===== src/rtl/instruction_loader_if.sv =====
// Byte-stream and BRAM write-port bundle for the instruction loader.
// The master side feeds bytes and owns the BRAM read data. The slave side,
// which is the loader, accepts bytes and drives the BRAM write port.
interface instruction_loader_if #(
  parameter int ADDRS   = 256,
  parameter int OP_SIZE = 8
);
  localparam int ADDR_SIZE = $clog2(ADDRS);

  logic [7:0]           byte_in;
  logic                 byte_valid_in;
  logic                 byte_ready_out;
  logic [ADDR_SIZE-1:0] bram_addr;
  logic                 bram_we;
  logic                 bram_regce;
  logic [OP_SIZE-1:0]   bram_din;
  logic [OP_SIZE-1:0]   bram_dout;

  modport master (
    output byte_in, byte_valid_in, bram_dout,
    input  byte_ready_out, bram_addr, bram_we, bram_regce, bram_din
  );

  modport slave (
    input  byte_in, byte_valid_in, bram_dout,
    output byte_ready_out, bram_addr, bram_we, bram_regce, bram_din
  );
endinterface


===== src/rtl/instruction_loader.sv =====
// instruction_loader: assembles little-endian byte streams into OP_SIZE-bit
// words and writes them into consecutive instruction BRAM addresses starting
// at 0. The word count is clamped to ADDRS, so the address never wraps.
// Optional feature: define INSTRUCTION_LOADER_CHECKSUM_EN to add checksum_out.
// checksum_out is the XOR of every word written in the current load.
module instruction_loader #(
  parameter int  ADDRS     = 256,
  parameter int  OP_SIZE   = 8,
  localparam int ADDR_SIZE = $clog2(ADDRS)
) (
  input  logic                 clk_in,
  input  logic                 rst_in,
  input  logic                 start_in,
  input  logic [ADDR_SIZE:0]   count_in,
  output logic                 busy_out,
  output logic                 done_out,
  output logic [ADDR_SIZE:0]   words_written_out,
`ifdef INSTRUCTION_LOADER_CHECKSUM_EN
  output logic [OP_SIZE-1:0]   checksum_out,
`endif
  instruction_loader_if.slave  bus
);

  localparam int BYTES = OP_SIZE / 8;
  localparam int IDX_W = (BYTES > 1) ? $clog2(BYTES) : 1;
  localparam int CW    = ADDR_SIZE + 1;

  localparam logic [CW-1:0]        CNT_ONE  = CW'(32'd1);
  localparam logic [CW-1:0]        ADDRS_W  = CW'(ADDRS);
  localparam logic [ADDR_SIZE-1:0] ADDR_ONE = ADDR_SIZE'(32'd1);
  localparam logic [IDX_W-1:0]     IDX_ONE  = IDX_W'(32'd1);
  localparam logic [IDX_W-1:0]     LAST_IDX = IDX_W'(BYTES - 1);

  typedef enum logic [1:0] {
    ST_IDLE  = 2'd0,
    ST_LOAD  = 2'd1,
    ST_WRITE = 2'd2,
    ST_DONE  = 2'd3
  } state_t;

  state_t               state_r;
  state_t               next_state_s;
  logic [CW-1:0]        count_r;
  logic [CW-1:0]        ww_r;
  logic [ADDR_SIZE-1:0] addr_r;
  logic [IDX_W-1:0]     byte_idx_r;
  logic [OP_SIZE-1:0]   word_r;
  logic                 ready_r;
  logic                 we_r;
  logic                 busy_r;
  logic                 done_r;
  logic                 accept_s;
  logic                 last_byte_s;
  logic [CW-1:0]        ww_inc_s;
  logic [CW-1:0]        clamp_s;
  logic                 unused_s;

  // BRAM read data is not needed by the loader.
  assign unused_s = ^bus.bram_dout;

  assign bus.byte_ready_out = ready_r;
  assign bus.bram_we        = we_r;
  assign bus.bram_addr      = addr_r;
  assign bus.bram_din       = word_r;
  assign bus.bram_regce     = 1'b1;
  assign busy_out           = busy_r;
  assign done_out           = done_r;
  assign words_written_out  = ww_r;

  // Next-state decode and byte-acceptance qualification.
  always_comb begin
    next_state_s = state_r;
    accept_s     = 1'b0;
    last_byte_s  = (byte_idx_r == LAST_IDX);
    ww_inc_s     = ww_r + CNT_ONE;
    clamp_s      = (count_in > ADDRS_W) ? ADDRS_W : count_in;
    case (state_r)
      ST_IDLE: begin
        if (start_in) begin
          if (count_in == '0) begin
            next_state_s = ST_DONE;
          end else begin
            next_state_s = ST_LOAD;
          end
        end else begin
          next_state_s = ST_IDLE;
        end
      end
      ST_LOAD: begin
        accept_s = bus.byte_valid_in;
        if (accept_s && last_byte_s) begin
          next_state_s = ST_WRITE;
        end else begin
          next_state_s = ST_LOAD;
        end
      end
      ST_WRITE: begin
        if (ww_inc_s >= count_r) begin
          next_state_s = ST_DONE;
        end else begin
          next_state_s = ST_LOAD;
        end
      end
      ST_DONE: begin
        next_state_s = ST_IDLE;
      end
      default: begin
        next_state_s = ST_IDLE;
      end
    endcase
  end

  // State register.
  always_ff @(posedge clk_in) begin
    if (rst_in) begin
      state_r <= ST_IDLE;
    end else begin
      state_r <= next_state_s;
    end
  end

  // Outputs registered from the next state so they line up with the state.
  always_ff @(posedge clk_in) begin
    if (rst_in) begin
      ready_r <= 1'b0;
      we_r    <= 1'b0;
      busy_r  <= 1'b0;
      done_r  <= 1'b0;
    end else begin
      ready_r <= (next_state_s == ST_LOAD);
      we_r    <= (next_state_s == ST_WRITE);
      busy_r  <= (next_state_s == ST_LOAD) || (next_state_s == ST_WRITE);
      done_r  <= (next_state_s == ST_DONE);
    end
  end

  // Datapath: capture the count, assemble words and advance the address.
  always_ff @(posedge clk_in) begin
    if (rst_in) begin
      count_r    <= '0;
      ww_r       <= '0;
      addr_r     <= '0;
      byte_idx_r <= '0;
      word_r     <= '0;
    end else begin
      case (state_r)
        ST_IDLE: begin
          if (start_in) begin
            count_r    <= clamp_s;
            ww_r       <= '0;
            addr_r     <= '0;
            byte_idx_r <= '0;
          end
        end
        ST_LOAD: begin
          if (accept_s) begin
            for (int k = 0; k < BYTES; k++) begin
              if (byte_idx_r == IDX_W'(k)) begin
                word_r[8*k +: 8] <= bus.byte_in;
              end
            end
            byte_idx_r <= last_byte_s ? '0 : (byte_idx_r + IDX_ONE);
          end
        end
        ST_WRITE: begin
          ww_r <= ww_inc_s;
          // The address holds at the last word so it never leaves 0..ADDRS-1.
          if (ww_inc_s < count_r) begin
            addr_r <= addr_r + ADDR_ONE;
          end
        end
        default: begin
        end
      endcase
    end
  end

`ifdef INSTRUCTION_LOADER_CHECKSUM_EN
  logic [OP_SIZE-1:0] checksum_r;

  assign checksum_out = checksum_r;

  // Running XOR of written words, cleared when a new load starts.
  always_ff @(posedge clk_in) begin
    if (rst_in) begin
      checksum_r <= '0;
    end else if (state_r == ST_IDLE && start_in) begin
      checksum_r <= '0;
    end else if (state_r == ST_WRITE) begin
      checksum_r <= checksum_r ^ word_r;
    end
  end
`endif

endmodule


===== src/flat_wrapper.sv =====
// flat-port wrapper written by rule: the top's interface ports become plain ports
module instruction_loader_flat 
#(
  parameter int  ADDRS     = 256,
  parameter int  OP_SIZE   = 8,
  localparam int ADDR_SIZE = $clog2(ADDRS)
)
  (clk_in, rst_in, start_in, count_in, busy_out, done_out, words_written_out, bus_byte_in, bus_byte_valid_in, bus_bram_dout, bus_byte_ready_out, bus_bram_addr, bus_bram_we, bus_bram_regce, bus_bram_din);
  instruction_loader_if #(.ADDRS(ADDRS), .OP_SIZE(OP_SIZE)) bus_i ();
  input  logic clk_in;
  input  logic rst_in;
  input  logic start_in;
  input  logic [ADDR_SIZE:0] count_in;
  output logic busy_out;
  output logic done_out;
  output logic [ADDR_SIZE:0] words_written_out;
  input wire logic [$bits(bus_i.byte_in)-1:0] bus_byte_in;
  input wire logic [$bits(bus_i.byte_valid_in)-1:0] bus_byte_valid_in;
  input wire logic [$bits(bus_i.bram_dout)-1:0] bus_bram_dout;
  output wire logic [$bits(bus_i.byte_ready_out)-1:0] bus_byte_ready_out;
  output wire logic [$bits(bus_i.bram_addr)-1:0] bus_bram_addr;
  output wire logic [$bits(bus_i.bram_we)-1:0] bus_bram_we;
  output wire logic [$bits(bus_i.bram_regce)-1:0] bus_bram_regce;
  output wire logic [$bits(bus_i.bram_din)-1:0] bus_bram_din;
  assign bus_i.byte_in = bus_byte_in;
  assign bus_i.byte_valid_in = bus_byte_valid_in;
  assign bus_i.bram_dout = bus_bram_dout;
  assign bus_byte_ready_out = bus_i.byte_ready_out;
  assign bus_bram_addr = bus_i.bram_addr;
  assign bus_bram_we = bus_i.bram_we;
  assign bus_bram_regce = bus_i.bram_regce;
  assign bus_bram_din = bus_i.bram_din;
  instruction_loader #(.ADDRS(ADDRS), .OP_SIZE(OP_SIZE)) u_core (.clk_in(clk_in), .rst_in(rst_in), .start_in(start_in), .count_in(count_in), .busy_out(busy_out), .done_out(done_out), .words_written_out(words_written_out), .bus(bus_i));
endmodule

===== config.mk =====
export PLATFORM = sky130hd
export DESIGN_NAME = instruction_loader_flat
export DESIGN_NICKNAME = d
export VERILOG_FILES = /design/src/rtl/instruction_loader_if.sv /design/src/rtl/instruction_loader.sv /design/src/flat_wrapper.sv
export SDC_FILE = /design/constraint.sdc
export NUM_CORES = 1
export LEC_CHECK = 0
export ABC_AREA = 0
export CORE_UTILIZATION = 40
export CTS_CLUSTER_DIAMETER = 60
export CTS_CLUSTER_SIZE = 16
export DETAILED_ROUTE_END_ITERATION = 8
export PLACE_DENSITY = 0.68
export SLEW_MARGIN = 20
export SYNTH_ARGS = -nofsm -noshare
export SYNTH_HDL_FRONTEND = slang
export SYNTH_SLANG_ARGS = --single-unit
export TNS_END_PERCENT = 5

===== constraint.sdc =====
create_clock -name clk_in -period 3.2 [get_ports clk_in]
set_input_delay 0.48 -clock clk_in [delete_from_list [all_inputs] [get_ports clk_in]]
set_output_delay 0.48 -clock clk_in [all_outputs]
set_load 0.02 [all_outputs]

==> impl_results.md, run 1 <==
* Result of the run: finished clean
* Boundary Pins at between 50 and 60
* Average cell area after synthesis at 8.41 µm²
* VDD IR max at ~0.00026 V
* Maximum clock skew at final layout at between 8 and 9 ps
* Worst setup path class: reg -> reg
* Number of detailed-routing iterations run before antenna repair at 4
* Filler-free cell count of the finished design at ~380
* Count of yosys warnings during synthesis at 0
* Largest fanout on the critical path at 6
* Number of antenna cells inserted at 0
* Final critical-path share of the clock period at between 90% and 100%
* Die Y at 75.4 µm
* Number of failing hold endpoints at the final stage at 0
* Setup repair after global routing missed its margin: false
* Leftover overflow at the end of global routing at 0
* Internal Power at approximately 980 µW
* Number of standard cells after synthesis at about 260
* DRC violations left at 0
* Growth of design area from synthesis to finish at 33.8%
* Sw Share at 23.1%
* Net Count, Synth at 299
* Max Clk Rate at roughly 340 MHz
* Total routing usage reported by global routing at a little under a fifth
* Starting density of the core at a little over two fifths
* Relative contribution of sequential cells to total power at approximately two fifths
* Flops & latches, synth at 40
* Grt met3 use at under 10%
* Post-DP HPWL at roughly 3500 µm
* Worst path cell trace: ha_1 -> nand3_1 -> nor3_1 -> xor2_1 -> ha_1 -> nand4_2 -> or3_4 -> a21oi_1 -> o21ai_1 -> and2_1 -> ha_1 -> nor2_1
* Number of synthesized flops with an enable pin at 0
* Via count at between 1500 and 2000
* Number of antenna violations at the first check in global routing at 0
* Fraction of layout instances using a drive strength above 1 at between 10% and 20%
* Final Net Count at between 300 and 400
* Power share of the clock group at between 40% and 50%
* Area share of xor/xnor cells in the synthesized design at under 10%
* Power per cell area at around 440 nW/µm²
* Cell variety after synth at 43
* Setup total negative slack at 0 ps
* Cell mode on critical path: ha_1
* Clock root buffer: clkbuf_8
* Top Family by Delay on Critical Path: simple AND/OR/NAND/NOR gates
* Clock transition at the registers of the reported paths at ~80 ps
* Reg2reg path depth at 12
* Primary FF master, synth: dfxtp_1
* # H-tree levels at 2
* Remaining antenna violation count after routing at 0
* Count of standard-cell rows at 26
* Clock latency of the later-clocked register in the worst-skew pair at between 200 and 300 ps
* Clock tree from TritonCTS: built
* Worst Setup End Kind: register
* Total number of cells along the worst setup path at 12
* Hold WC Path Type: reg -> reg
* Dpl cells at roughly 370
* DRT Wirelength at a little under 5000 µm
* Number of stages on the worst hold path at 2
* Arrival @ worst endpoint at 3170 ps
* Compound-gate portion of the synthesized area at approximately 20%
* Largest net degree at the start of global routing at 25
* Area of the die at ~5700 µm²
* Post-synth design cell area at around 2200 µm²
* Part of the power in combinational logic at a little over an eighth
* Delay contributed by the slowest stage of the critical path at roughly 440 ps
* Last weighted congestion value of the routability-driven placer at just over 0.8
* I/O Buffers at between 40 and 50
* Hold buffer count at cts at 0
* Dominant combinational cell family by area after synthesis: simple AND/OR/NAND/NOR gates
* Slew at the pin with the worst max-slew slack at 521 ps
* Met2 Use GR at between 20 and 30%
* Share of synthesized area occupied by flip-flops and latches at between 30% and 40%
* Async set-or-reset flop fraction in the synthesized netlist at 0%
* Via count of the first global-routing pass at around 1800
* Routed wire per std cell at 13.1 µm
* Max Slew Vio Count at 0
* Placeable Area at approximately 5100 µm²
* Worst-case clock buffer depth at 2
* Net switching power at 295 µW
* Number of buffers inserted during clock tree synthesis at 5
* R2r setup slk at between 200 and 300 ps
* Worst EP required at 3440 ps
* Fraction of synthesized area in multiplexers at ~1.6%
* Area share of fa/ha/maj cells after synthesis at 8.13%
* Grt peak-use layer: met2
* Min cycle time layout at approximately 2900 ps
* Via density per instance at roughly 5
* Area share of and/or/nand/nor cells after synthesis at between 20% and 30%
* Critical path startpoint category: register
* Number of buffers and inverters on the critical path at 0
* Crit path max-delay cell type: or3_4
* Worst slew slack as a fraction of its limit at 65.2%
* Wire length of the first global-routing pass at ~8200 µm
* Met1 usage in global routing at roughly 26%
* Iter 0 DRT Violations at 110
* Die width at 75.4 µm
* Reported leakage power at around 1.1 nW
* Max cap viols at 0
* Number of sinks handled by clock tree synthesis at 40
* Final Setup Violations at 0
==> final cells by class <==
type / instances / area (µm²)
fill: 506 / 2260
multi-input combinational: 188 / 1240
sequential: 40 / 802
timing repair buffer: 55 / 536
clock inverter: 3 / 90.1
tap: 70 / 87.6
clock buffer: 5 / 68.8
inverter: 16 / 60.1
==> metrics by stage <==
step	worst slack [ps]	instance area, µm²	power (mW)	hold WS [ps]	utilization, %
global route	4.52	2880	1.33	475	56.1
floorplan	287	2150	0.635	436	-
CTS	101	2880	1.29	459	56.0
detailed placement	153	2720	0.704	447	52.9
finish	271	2880	1.27	456	56.1
global placement	209	2720	0.702	441	52.9
==> routing by layer <==
layer | vias to the layer above | share of wire (%)
met5 | - | 0
met4 | 0 | 1.2
met3 | 6 | 5.5
met2 | 51 | 44
met1 | 876 | 49
li1 | 999 | -
==> power groups by stage <==
stage                     combinational [mW]  clock (mW)  sequential (mW)
after global placement                 0.164           0            0.538
after detailed placement               0.166           0            0.538
after global routing                   0.184       0.612            0.530
after floorplan                       0.0925           0            0.543
final                                  0.166       0.581            0.527
after CTS                              0.167       0.594            0.527
==> cell families after synthesis <==
group,Yosys count
adder cells (fa/ha/maj),14
AO/OA/AOI/OAI,58
buffers and inverters,28
XOR/XNOR,7
flip-flops,40
other,1
AND/OR/NAND/NOR,105
multiplexers,3
==> layout by cell type, fill, tap and decap left out, types with 5 or more instances in the layout <==
master           Yosys  final
nor2_1              25     25
a21oi_1             26     26
dfxtp_1             40     39
nand3_1              8      8
ha_1                14     14
a22oi_1              6      6
buf_4                1      6
o21ai_0              6      5
nor3_1               7      7
nor4_1               5      5
clkbuf_8             0      5
xor2_1               5      5
nor3b_1              8      8
clkdlybuf4s50_1      0     49
inv_1               15     15
nand2_1             28     28
==> state kept, by name, indices dropped and copies added, names as in the netlist <==
name                       cells
u_core.busy_out                1
u_core.bus.bram_din            8
u_core.bus.byte_ready_out      1
u_core.words_written_out       9
u_core.bus.bram_we             1
u_core.state_r                 2
u_core.done_out                1
u_core.bus.bram_addr           8
u_core.count_r                 9
==> tightest hold or removal path, cell delays in order, from the launching register on <==
cell and delay, ps:
dfxtp_1 310, nand2_1 50, a21oi_1 50
==> Yosys cell counts, drive strengths merged, types with 2 or more instances <==
master  instances  share of area (%)
a21oi          27                6.4
and3            3               0.87
buf            10                2.2
nor3b           8                2.8
and2            3               0.87
a31oi           2               0.58
mux2            3                1.6
dfxtp          40                 37
o21a            4                1.5
inv            15                2.6
xnor2           2               0.81
nor4            5                1.5
clkbuf          2               0.35
nor3            7                1.6
a22oi           6                2.1
or4             4                1.4
xor2            5                2.0
nand2b          4                1.2
o211ai          3                1.0
nor2b           3               0.87
nand4           3                1.2
o311ai          4                3.0
nor2           25                4.4
o21ai           9                3.3
ha             14                8.1
nand2          28                4.9
nand3           8                1.9
==> path summary, 6_finish.rpt <==
kind,start,to
worst max-delay path,u_core.words_written_out[0]$_SDFFE_PP0P_,u_core.busy_out$_SDFF_PP0_
worst min register to register,u_core.bus.bram_din[0]$_SDFFE_PP0P_,u_core.bus.bram_din[0]$_SDFFE_PP0P_
worst max register to register,u_core.words_written_out[0]$_SDFFE_PP0P_,u_core.busy_out$_SDFF_PP0_
worst min-delay path,u_core.bus.bram_din[0]$_SDFFE_PP0P_,u_core.bus.bram_din[0]$_SDFFE_PP0P_
==> repair_timing <==
item                                    in CTS  in global routing
endpoints found under the setup margin       0                  4
resized for setup                            0                  2
setup buffers                                0                  0
Power figures use the tool's default switching activity.
==> run 2: changes to the inputs <==
--- a/config.mk
+++ b/config.mk
@@ -6,11 +6,12 @@
 export NUM_CORES = 1
 export LEC_CHECK = 0
 export ABC_AREA = 0
-export CORE_UTILIZATION = 40
+export CORE_UTILIZATION = 48
 export CTS_CLUSTER_DIAMETER = 60
 export CTS_CLUSTER_SIZE = 16
 export DETAILED_ROUTE_END_ITERATION = 8
-export PLACE_DENSITY = 0.68
+export PLACE_DENSITY = 0.8
+export SKIP_LAST_GASP = 1
 export SLEW_MARGIN = 20
 export SYNTH_ARGS = -nofsm -noshare
 export SYNTH_HDL_FRONTEND = slang
==> impl_results.md, run 2 (same netlist as run 1, synthesis figures left out) <==
* Min cycle time layout at 2940 ps (+11.5 ps)
* Commonest non-fill, non-tap cell in the layout: clkdlybuf4s50_1
* Worst setup path class: reg -> reg
* Relative contribution of sequential cells to total power at 47.6% (+6.2 points)
* Setup total negative slack at 0 ps (unchanged)
* R2r setup slk at 260 ps (about the same)
* Worst-case clock buffer depth at 2 (unchanged)
* Die Y at 69.0 µm (-8.5%)
* Die width at 69.0 µm (-8.5%)
* Number of buffers inserted during clock tree synthesis at 5 (unchanged)
* Via count of the first global-routing pass at 1797 (+1.9%)
* Setup repair after global routing missed its margin: false
* Hold buffer count at cts at 0 (unchanged)
* Number of antenna violations at the first check in global routing at 0 (unchanged)
* Fraction of layout instances using a drive strength above 1 at 10.1% (-0.33 points)
* Iter 0 DRT Violations at 125 (+14%)
* Total routing usage reported by global routing at 23.4% (+4.3 points)
* Number of failing hold endpoints at the final stage at 0 (unchanged)
* Leftover overflow at the end of global routing at 0 (unchanged)
* Result of the run: finished clean
* Number of detailed-routing iterations run before antenna repair at 4 (unchanged)
* Via count at 1968 (+1.9%)
* Min Hold Slack at 456 ps (-0.592 ps)
* Capture instance of the worst register-to-register path: u_core.busy_out$_SDFF_PP0_
* Post-DP HPWL at 3450 µm (-1.2%)
* Max Slew Vio Count at 0 (unchanged)
* Setup bufs post-CTS at 0 (unchanged)
* Power per cell area at 395 nW/µm² (-11%)
* Final Setup Violations at 0 (unchanged)
* Max cap viols at 0 (unchanged)
* Number of sinks handled by clock tree synthesis at 40 (unchanged)
* Placeable Area at 4140 µm² (-19%)
* Count of instances resized after the clock tree is built at 0 (unchanged)
* Clock root buffer: clkbuf_8
* Clock latency of the later-clocked register in the worst-skew pair at 300 ps (about the same)
* I/O Buffers at 49 (unchanged)
* Maximum clock skew at final layout at 6.73 ps (-2.25 ps)
* Critical path destination: u_core.busy_out$_SDFF_PP0_
* Area of the die at 4760 µm² (-16%)
* Wire length of the first global-routing pass at 8180 µm (-0.17%)
* Growth of design area from synthesis to finish at 30.3%
* Boundary Pins at 59 (unchanged)
* Area of placed instances at 2700 µm² (-0.92%)
* DRC violations left at 0 (unchanged)
* Worst Setup End Kind: register
* Final Net Count at 349 (unchanged)
* Worst setup path start: u_core.words_written_out[0]$_SDFFE_PP0P_
* Clock tree from TritonCTS: built
* Reg2reg path depth at 12 (unchanged)
* Reported leakage power at 1.05 nW (-2.2%)
* Arrival @ worst endpoint at 3180 ps (about the same)
* Starting density of the core at 52.0% (+10 points)
* Area of all placed cells without fillers at 2810 µm² (-2.6%)
* Internal Power at 821 µW (-16%)
* Largest net degree at the start of global routing at 24 (-4.0%)
* Critical path startpoint category: register
* # H-tree levels at 2 (unchanged)
* DRT Wirelength at 4940 µm (+0.16%)
* Number of antenna cells inserted at 0 (unchanged)
* Final critical-path share of the clock period at 91.9% (+0.36 points)
* Power share of the clock group at 37.4% (-8.2 points)
* Remaining antenna violation count after routing at 0 (unchanged)
* Count of standard-cell rows at 23 (-12%)
* VDD IR max at 0.000304 V (+19%)
* Clock transition at the registers of the reported paths at 80 ps (about the same)
* Via density per instance at 5.51 (+7.6%)
* Worst EP required at 3440 ps (about the same)
* Last weighted congestion value of the routability-driven placer at 0.747 (-10%)
* Sw Share at 25.9% (+2.7 points)
* Beginning of the worst register-to-register path: u_core.words_written_out[0]$_SDFFE_PP0P_
* Net switching power at 286 µW (-2.9%)
* Part of the power in combinational logic at 15.1% (+2.1 points)
* Max Clk Rate at 340 MHz (-0.39%)
* Routed wire per std cell at 13.8 µm (+5.8%)
* Most frequent cells in the layout: clkdlybuf4s50_1 (49), dfxtp_1 (39), nand2_1 (28), a21oi_1 (26), nor2_1 (25)
* Hold WC Path Type: reg -> reg
* Largest fanout on the critical path at 6 (unchanged)
* Layout Utilization at 67.7% (+12 points)
==> run 2: worst min-delay path by stage <==
stage,start,to,slack (ps),cells past startpoint
after floorplan,u_core.count_r[8]$_SDFFE_PP0P_,u_core.count_r[8]$_SDFFE_PP0P_,440,2
after global placement,u_core.bus.bram_din[0]$_SDFFE_PP0P_,u_core.bus.bram_din[0]$_SDFFE_PP0P_,440,2
after detailed placement,u_core.bus.bram_din[6]$_SDFFE_PP0P_,u_core.bus.bram_din[6]$_SDFFE_PP0P_,450,2
after CTS,u_core.bus.bram_din[6]$_SDFFE_PP0P_,u_core.bus.bram_din[6]$_SDFFE_PP0P_,460,2
after global routing,u_core.bus.bram_din[3]$_SDFFE_PP0P_,u_core.bus.bram_din[3]$_SDFFE_PP0P_,490,2
final,u_core.bus.bram_din[6]$_SDFFE_PP0P_,u_core.bus.bram_din[6]$_SDFFE_PP0P_,460,2
==> run 2: layout make-up <==
type	count	area, µm²
repair buffers	55	536
well taps	50	62.6
clock buffers	6	72.6
multi-input cells	188	1240
flip-flops and latches	40	802
inverters	16	60.1
fillers	385	1340
clock inverters	2	35.0
==> run 2: power by group through the flow <==
stage	Sequential, mW	Combinational (mW)	Clock [mW]
final	0.527	0.167	0.414
after global routing	0.530	0.185	0.446
after CTS	0.527	0.167	0.422
after detailed placement	0.538	0.165	0
after global placement	0.537	0.163	0
after floorplan	0.543	0.0925	0
==> run 2: worst max-delay path, cell delays in order, from the launching register on <==
cell and delay [ps]:
dfxtp_2 410, ha_1 230, nand3_1 160, nor3_1 270, xor2_1 130, ha_1 320
nand4_2 130, or3_4 440, a21oi_1 130, o21ai_1 130, and2_1 180, ha_1 260
nor2_1 90
==> run 2: through the flow <==
stage | power, mW | instances | worst slack, ps
2_1_floorplan | 0.635 | 256 | 287
3_3_place_gp | 0.700 | 349 | 201
3_5_place_dp | 0.703 | 349 | 157
4_1_cts | 1.12 | 357 | 120
5_1_grt | 1.16 | 357 | 27.8
6_report | 1.11 | 357 | 260
==> run 2: layer usage <==
metal / wire [µm] / global-route usage [%] / vias up
li1: - / - / 996
met1: 2290 / 29.8 / 918
met2: 2310 / 37.4 / 49
met3: 304 / 7.40 / 5
met4: 31 / 7.14 / 0
met5: 0 / 0 / -
